**src/rtl/tx_resp_scheduler.sv**
```systemverilog
// tx_resp_scheduler: queues RdData/ALU_OUT responses and feeds them byte by byte to UART_TX
//   Inputs : clk, reset (async, active-low), RdData/RdData_Valid, ALU_OUT/OUT_VALID, Busy
//   Outputs: TX_P_DATA/TX_D_VLD (one-cycle issue strobe), q_full, overflow (sticky)
//   Macro  : TX_SCHED_ALU_MSB_FIRST_EN sends the ALU high byte first (default: low byte first)
module tx_resp_scheduler #(
    parameter int DATA_WIDTH  = 8,
    parameter int DEPTH       = 4,
    parameter int ACK_TIMEOUT = 15
) (
    input  logic                    clk,
    input  logic                    reset,
    input  logic [DATA_WIDTH-1:0]   RdData,
    input  logic                    RdData_Valid,
    input  logic [2*DATA_WIDTH-1:0] ALU_OUT,
    input  logic                    OUT_VALID,
    input  logic                    Busy,
    output logic [DATA_WIDTH-1:0]   TX_P_DATA,
    output logic                    TX_D_VLD,
    output logic                    q_full,
    output logic                    overflow
);
    localparam int AW = $clog2(DEPTH);
    localparam int CW = $clog2(ACK_TIMEOUT);
    localparam logic [AW:0] DEPTH_C = (AW+1)'(DEPTH);
    localparam logic [1:0] IDLE = 2'd0, WAIT_ACK = 2'd1, WAIT_DONE = 2'd2;

    logic [2*DATA_WIDTH:0] mem_q [DEPTH];
    logic [2*DATA_WIDTH:0] mem_d [DEPTH];
    logic [AW-1:0] wr_q, wr_d, rd_q, rd_d;
    logic [AW:0] occ_q, occ_d, free;
    logic [1:0] state_q, state_d;
    logic byte_idx_q, byte_idx_d;
    logic [CW-1:0] tmo_q, tmo_d;
    logic [DATA_WIDTH-1:0] tx_data_q, tx_data_d, cur_byte;
    logic tx_vld_q, tx_vld_d, full_q, full_d, ovf_q, ovf_d;
    logic rd_acc, alu_acc, pop, last_byte;
    logic [2*DATA_WIDTH:0] head;

    always_comb begin
        free = DEPTH_C - occ_q;
        rd_acc = RdData_Valid && free != '0;
        // the ALU entry needs a second free slot when a read response arrives with it
        alu_acc = OUT_VALID && (free > (AW+1)'(RdData_Valid));
        head = mem_q[rd_q];
        last_byte = !head[2*DATA_WIDTH] || byte_idx_q;
`ifdef TX_SCHED_ALU_MSB_FIRST_EN
        cur_byte = (head[2*DATA_WIDTH] && !byte_idx_q) ? head[2*DATA_WIDTH-1:DATA_WIDTH] : head[DATA_WIDTH-1:0];
`else
        cur_byte = (head[2*DATA_WIDTH] && byte_idx_q) ? head[2*DATA_WIDTH-1:DATA_WIDTH] : head[DATA_WIDTH-1:0];
`endif
        state_d = state_q;
        byte_idx_d = byte_idx_q;
        tmo_d = tmo_q;
        tx_vld_d = 1'b0;
        tx_data_d = tx_data_q;
        pop = 1'b0;
        case (state_q)
            IDLE: if (occ_q != '0 && !Busy) begin
                tx_vld_d = 1'b1;
                tx_data_d = cur_byte;
                tmo_d = '0;
                state_d = WAIT_ACK;
            end
            // Busy is ignored during the issue cycle itself; the counter runs from the issue
            WAIT_ACK: if (!tx_vld_q && Busy) begin
                state_d = WAIT_DONE;
            end else if (tmo_q == CW'(ACK_TIMEOUT-1)) begin
                tx_vld_d = 1'b1;
                tx_data_d = cur_byte;
                tmo_d = '0;
            end else begin
                tmo_d = tmo_q + 1'b1;
            end
            WAIT_DONE: if (!Busy) begin
                state_d = IDLE;
                pop = last_byte;
                byte_idx_d = !last_byte;
            end
            default: state_d = IDLE;
        endcase
        mem_d = mem_q;
        if (rd_acc) mem_d[wr_q] = {1'b0, {DATA_WIDTH{1'b0}}, RdData};
        if (alu_acc) mem_d[wr_q + AW'(rd_acc)] = {1'b1, ALU_OUT};
        wr_d = wr_q + AW'(rd_acc) + AW'(alu_acc);
        rd_d = rd_q + AW'(pop);
        occ_d = occ_q + (AW+1)'(rd_acc) + (AW+1)'(alu_acc) - (AW+1)'(pop);
        full_d = occ_d == DEPTH_C;
        ovf_d = ovf_q || (RdData_Valid && !rd_acc) || (OUT_VALID && !alu_acc);
    end

    always_ff @(posedge clk) mem_q <= mem_d;

    always_ff @(posedge clk or negedge reset) begin
        if (!reset) begin
            wr_q <= '0;
            rd_q <= '0;
            occ_q <= '0;
            state_q <= IDLE;
            byte_idx_q <= 1'b0;
            tmo_q <= '0;
            tx_data_q <= '0;
            tx_vld_q <= 1'b0;
            full_q <= 1'b0;
            ovf_q <= 1'b0;
        end else begin
            wr_q <= wr_d;
            rd_q <= rd_d;
            occ_q <= occ_d;
            state_q <= state_d;
            byte_idx_q <= byte_idx_d;
            tmo_q <= tmo_d;
            tx_data_q <= tx_data_d;
            tx_vld_q <= tx_vld_d;
            full_q <= full_d;
            ovf_q <= ovf_d;
        end
    end

    assign TX_P_DATA = tx_data_q;
    assign TX_D_VLD = tx_vld_q;
    assign q_full = full_q;
    assign overflow = ovf_q;
endmodule
```
**config.mk**
```make
export PLATFORM = sky130hd
export DESIGN_NAME = tx_resp_scheduler
export DESIGN_NICKNAME = d
export VERILOG_FILES = /design/src/rtl/tx_resp_scheduler.sv
export SDC_FILE = /design/constraint.sdc
export NUM_CORES = 1
export LEC_CHECK = 0
export ABC_AREA = 1
export BUFFER_PORTS_ARGS = -buffer_cell sky130_fd_sc_hd__buf_2
export CORE_UTILIZATION = 55
export CTS_CLUSTER_DIAMETER = 30
export CTS_CLUSTER_SIZE = 30
export DETAILED_ROUTE_END_ITERATION = 10
export GPL_ROUTABILITY_DRIVEN = 0
export PLACE_DENSITY = 0.79
export SETUP_SLACK_MARGIN = 0.2
export SLEW_MARGIN = 10
export SYNTH_ARGS = -nofsm -noshare
export SYNTH_HDL_FRONTEND = slang
export SYNTH_SLANG_ARGS = --single-unit
```
**constraint.sdc**
```tcl
create_clock -name clk -period 2.7 [get_ports clk]
set_input_delay 0.135 -clock clk [delete_from_list [all_inputs] [get_ports clk]]
set_output_delay 0.135 -clock clk [all_outputs]
set_load 0.01 [all_outputs]
```
==> results.tsv, run 1 <==
metric	value	unit
tns	0	ns
place_hpwl	6970	um
vias	4190	
die-area	8550	sq um
yosysMostFrequentCell	nand2_1	
start_kind	flop	
syn_to_final_growth	13.8	%
vdd.ir_drop.worst	0.572	mV
syn_inst	641	
num-fill-cells	684	
synth_edf_count	0	
finalHoldViolations	0	
final.setup_skew	0.0168	ns
setup_violations	0	
synth_common_cells	nand2_1 (203), o21ai_0 (93), nand3_1 (87)	
end_kind	flop	
rsz0062_at_grt	no	
fmax	405	MHz
initial_utilization	57.7	%
p_per_area	1310	nW/um^2
fin_cells	791	
place_area	4780	sq um
ant_nets	0	
worst_pin_slew	0.567	ns
r2r_start	occ_q[1]	
required	3.01	ns
worstSetupPathType	reg -> reg	
wl_met2	5430	um
clk_latency	0.37	ns
clock-sinks	93	
r2r_end	q_full	
synth_top_area_share	30.2	%
async_reset_ff_share	26.9	%
io_buffers	39	
max-cap-violations	0	
hold_class	in -> reg	
layout_setup_ws	0.229	ns
synth-main-ff-cell	dfxtp_1	
critical_path.startpoint	occ_q[1]	
cts.clk_slew.worst_paths	0.11	ns
syn_area	4500	sq um
utilization	65.6	%
worstPathArrival	2.78	ns
ys_ff_latch	93	
root_buffer	clkbuf_8	
wl_met3	616	um
die_y	92.5	um
drt-wirelength-per-cell	14.0	um
grt_util_all_layers	26.4	%
design_area	5120	sq um
routed.top_layer	met4	
core_area	7810	sq um
drc	0	
pre_cts_slack	0.0270	ns
drt_iter0_markers	237	
viasPerCell	5.30	
grt_overflow	0	
grt_pass1_vias	3840	
diodes	0	
finalCritPeriodShare	91.5	%
grt_pass1_wl	17700	um
cts_tree	yes	
synth.distinct_cells	26	
die_x	92.5	um
power	6.71	mW
fp-row-count	32	
h-tree-depth	3	
drt_wl_total	11100	um
wl_met1	4870	um
synth_area_leaders	dfxtp_1 (30%), nand2_1 (17%), dfrtp_1 (14%)	
cts_buffer_depth	2	
layout.nets	725	
synth_nets	682	
multi_input_comb_area	2110	sq um
crit_end	q_full	
cts_buffers	9	
regArea	1990	sq um
r2r_setup_slack	0.23	ns
drt_pre_antenna_iters	6	
post-place-cells	765	
p_leak	2.61	nW
ios	40	
slew_headroom	62.2	%
worstHoldStart	RdData_Valid	
holdWs	0.0352	ns
yosys_warnings	0	
grt_antenna_before_repair	0	
grt_max_degree	34	
worstPathMaxFanout	2	
slew_viol_final	0	
yosysSeqAreaShare	44.1	%
synth.avg_cell_area	7.02	sq um
yosysTopAreaCell	dfxtp_1	
status	finished clean	
drive_gt1_share	15.2	%
min_period	2.47	ns
r2r_cells	14	
-- cell type report --
| cell class | instances | share of cell area (%) |
|---|---|---|
| multi-input cells | 428 | 41.1 |
| flip-flops and latches | 93 | 38.8 |
| repair buffers | 62 | 7.28 |
| inverters | 90 | 6.62 |
| well taps | 102 | 2.49 |
| clock buffers | 9 | 2.42 |
| clock inverters | 7 | 1.29 |
-- timing repair --
action	in CTS	in global routing
gates resized for setup	6	15
buffers inserted	3	4
pin swaps	5	7
hold endpoints to repair	26	0
cloned	0	1
setup endpoints to repair	3	30
hold buffers	2	0
-- worst max-delay path, cell delays in order (launching register included) --
cell     delay (ns)
dfrtp_1        0.38
inv_2          0.06
ha_4           0.16
ha_1           0.26
nand2_1        0.07
nor2_2         0.18
nor2_4         0.06
inv_2          0.06
fa_2           0.19
inv_2          0.04
fa_2           0.36
xnor2_2        0.18
xor2_1         0.21
nand2_1        0.08
nor2_1         0.13
-- layout by cell type, fill, tap and decap left out, types with 5 or more instances in the layout --
cell,instances
o21ai_0,93
nor2_1,8
nand3_1,84
buf_2,39
ha_1,7
inv_2,9
nand2_1,202
dfrtp_1,24
buf_4,21
dfxtp_1,68
o21ai_1,5
inv_1,80
clkbuf_8,9
-- per-layer routing --
layer | global-route usage [%] | vias to the layer above
met4 | 9.24 | 0
met2 | 46.9 | 132
li1 | - | 2111
met3 | 5.09 | 20
met1 | 31.6 | 1927
met5 | 0 | -
-- logic make-up (layout without fill, tap and decap cells) --
family,Yosys count,after routing,share of synthesized area (%)
simple gates,307,308,28.8
buf+inv,121,168,11.0
compound gates,104,104,11.7
flops,93,93,44.1
fa+ha+maj,12,12,3.67
xor+xnor,4,4,0.778
-- state kept, by name, indices dropped and copies added, names as in the netlist --
register	count
mem_q	68
occ_q	3
wr_q	2
state_q	2
tmo_q	4
TX_D_VLD	1
overflow	1
q_full	1
rd_q	2
byte_idx_q	1
TX_P_DATA	8
-- where the power goes --
group | switching [mW] | leakage [nW] | total, mW | internal, mW
registers | 0.336 | 0.874 | 2.35 | 2.01
clock network | 0.550 | 0.0978 | 0.907 | 0.358
logic | 2.21 | 1.64 | 3.46 | 1.25
-- worst min path at each step --
stage                     depth (start not counted)  slack (ns)  endpoint
final                                             3        0.04  overflow
after global routing                              3        0.03  overflow
after CTS                                         3        0.02  overflow
after detailed placement                          1        0.17  overflow
after global placement                            1        0.15  overflow
after floorplan                                   0       -0.16  TX_D_VLD
No activity file was read; power rests on OpenSTA's default activity.
==> run 2: changes to the inputs <==
--- a/config.mk
+++ b/config.mk
@@ -9,7 +9,7 @@
 export BUFFER_PORTS_ARGS = -buffer_cell sky130_fd_sc_hd__buf_2
 export CORE_UTILIZATION = 55
 export CTS_CLUSTER_DIAMETER = 30
-export CTS_CLUSTER_SIZE = 30
+export CTS_CLUSTER_SIZE = 16
 export DETAILED_ROUTE_END_ITERATION = 10
 export GPL_ROUTABILITY_DRIVEN = 0
 export PLACE_DENSITY = 0.79
==> constraint.sdc (replaced) <==
create_clock -name clk -period 2.5 [get_ports clk]
set_input_delay 0.125 -clock clk [delete_from_list [all_inputs] [get_ports clk]]
set_output_delay 0.125 -clock clk [all_outputs]
set_load 0.01 [all_outputs]
==> run 2 against run 1 <==
Compared with the run above:
- clock power rose by 4.1%
- die area did not move
- highest routed layer unchanged
- cell area rose by 0.88%
- combinational power rose by 9.0%
- flip-flop and latch count did not move
- sequential power rose by 8%
- total power rose by 8.0%
==> results.tsv, run 2 (synthesis gave the netlist of run 1 again) <==
metric	value	unit	change
critical_path.startpoint	occ_q[1]		
slew_headroom	61.8	%	-0.37 points
cts.clk_slew.worst_paths	0.10	ns	about the same
grt_max_degree	34		unchanged
io_buffers	39		unchanged
vias	4098		-2.2%
crit_end	q_full		
diodes	0		unchanged
clock-sinks	93		unchanged
slew_viol_final	0		unchanged
end_kind	flop		
viasPerCell	5.17		-2.3%
switchingPower	3.26	mW	+5.3%
min_period	2.47	ns	-0.00595 ns
worstPathArrival	2.75	ns	-0.03 ns
grt_pass1_vias	4068		+5.9%
die_y	92.5	um	unchanged
required	2.78	ns	-0.23 ns
layout.nets	726		+0.14%
drt_iter0_markers	224		-5.5%
utilization	66.2	%	+0.58 points
finalCritPeriodShare	98.6	%	+7.1 points
worst_pin_slew	0.573	ns	+0.00556 ns
syn_to_final_growth	14.8	%	
grt_pass1_wl	18300	um	+3.4%
clk_latency	0.36	ns	about the same
num-fill-cells	699		+2.2%
post-place-cells	764		-0.13%
ios	40		unchanged
core_area	7810	sq um	unchanged
h-tree-depth	3		unchanged
final.setup_skew	0.0135	ns	-0.00329 ns
design_area	5170	sq um	+0.88%
place_hpwl	6770	um	-2.9%
die-area	8550	sq um	unchanged
multi_input_comb_area	2120	sq um	+0.48%
drt_wl_total	10600	um	-4.7%
grt_util_all_layers	27.1	%	+0.74 points
drive_gt1_share	15.5	%	+0.27 points
ant_nets	0		unchanged
finalHoldViolations	0		unchanged
fin_cells	792		+0.13%
vdd.ir_drop.worst	0.599	mV	+4.7%
clockPowerShare	13.0	%	-0.5 points
r2r_start	occ_q[1]		
drc	0		unchanged
root_buffer	clkbuf_8		
largest_register_ffs	68		unchanged
initial_utilization	57.7	%	unchanged
max_flop_register	mem_q		
die_x	92.5	um	unchanged
mostFrequentLayoutCells	nand2_1 (201), o21ai_0 (93), nand3_1 (84), inv_1 (80), dfxtp_1 (68)		
setup_violations	0		unchanged
place_area	4830	sq um	+1.0%
cts_buffer_depth	2		unchanged
r2r_setup_slack	0.03	ns	-0.19 ns
cts_tree	yes		
power.internal	3.99	mW	+10%
hold_class	in -> reg		
p_per_area	1400	nW/um^2	+7.0%
cts_buffers	9		unchanged
worstSetupPathType	reg -> reg		
rsz0062_at_grt	yes		
switching_share	44.9	%	-1.2 points
worstPathMaxFanout	2		unchanged
status	finished clean		
start_kind	flop		
regArea	1990	sq um	about the same
p_leak	2.63	nW	+0.56%
drt_pre_antenna_iters	4		-2
max-cap-violations	0		unchanged
p_comb_share	52.1	%	+0.6 points
pwr-share-seq	34.9	%	about the same
drt-wirelength-per-cell	13.4	um	-4.8%
r2r_end	q_full		
grt_overflow	0		unchanged
final_common_cell	nand2_1		
grt_antenna_before_repair	0		unchanged
fmax	406	MHz	+0.24%
fp-row-count	32		unchanged
r2r_cells	13		-1
power	7.24	mW	+8.0%
==> run 2: cell types whose count changed in the layout (fill, tap and decap cells not counted), sizes merged <==
cell / previous run / this run
clkinv: 5 / 3
buf: 60 / 62
nand3: 90 / 89
clkinvlp: 0 / 2
==> run 2: metrics by stage <==
step | setup TNS (ns) | hold slack (ns) | worst slack, ns
CTS | 0 | 0.00651 | 0.197
global placement | 0 | 0.139 | 0.117
floorplan | 0 | -0.171 | 0.204
finish | 0 | 0.0250 | 0.0347
detailed placement | 0 | 0.152 | 0.00917
global route | -0.0315 | 0.0179 | -0.0315
==> run 2: area by class of cell <==
class / count / share of cell area, %
clock buffer: 9 / 2.40
multi-input combinational: 427 / 40.9
clock inverter: 7 / 1.09
inverter: 90 / 6.61
sequential: 93 / 38.4
tap: 102 / 2.47
timing repair buffer: 64 / 8.06
==> run 2: worst min-delay path by stage <==
stage,start,endpoint,slack (ns),cells past startpoint
floorplan,reset,TX_D_VLD,-0.17,0
global placement,reset,overflow,0.14,1
detailed placement,reset,overflow,0.15,1
CTS,RdData_Valid,overflow,0.007,3
global route,RdData_Valid,overflow,0.02,3
finish,RdData_Valid,overflow,0.03,3
==> run 2: metal layers <==
layer	vias up	routed length, um	track usage (%)
met4	0	212	13.4
li1	2108	-	-
met3	22	376	3.53
met5	-	0	0
met1	1875	4720	33.4
met2	93	5290	46.6
==> run 2: repair_timing <==
| item | CTS | global route |
|---|---|---|
| hold buffers | 2 | 0 |
| setup endpoints to repair | 3 | 5 |
| endpoints found under the hold margin | 26 | 0 |
| pin swaps | 2 | 0 |
| buffers inserted | 8 | 2 |
| resized for setup | 8 | 7 |
==> run 2: critical path, cell delays in order (launching register included) <==
cell     delay (ns)
dfrtp_1        0.38
inv_2          0.06
ha_4           0.17
ha_4           0.17
nor2_4         0.10
inv_2          0.05
ha_4           0.26
fa_2           0.19
inv_2          0.04
fa_2           0.35
xnor2_2        0.15
xor2_1         0.23
nand2_1        0.08
nor2_1         0.15
==> run 2: power groups by stage <==
stage | sequential (mW) | combinational [mW] | clock (mW)
after floorplan | 2.50 | 2.61 | 0
after global placement | 2.52 | 3.33 | 0
after detailed placement | 2.55 | 3.48 | 0
after CTS | 2.52 | 3.68 | 0.951
after global routing | 2.61 | 4.33 | 1.02
final | 2.53 | 3.77 | 0.944
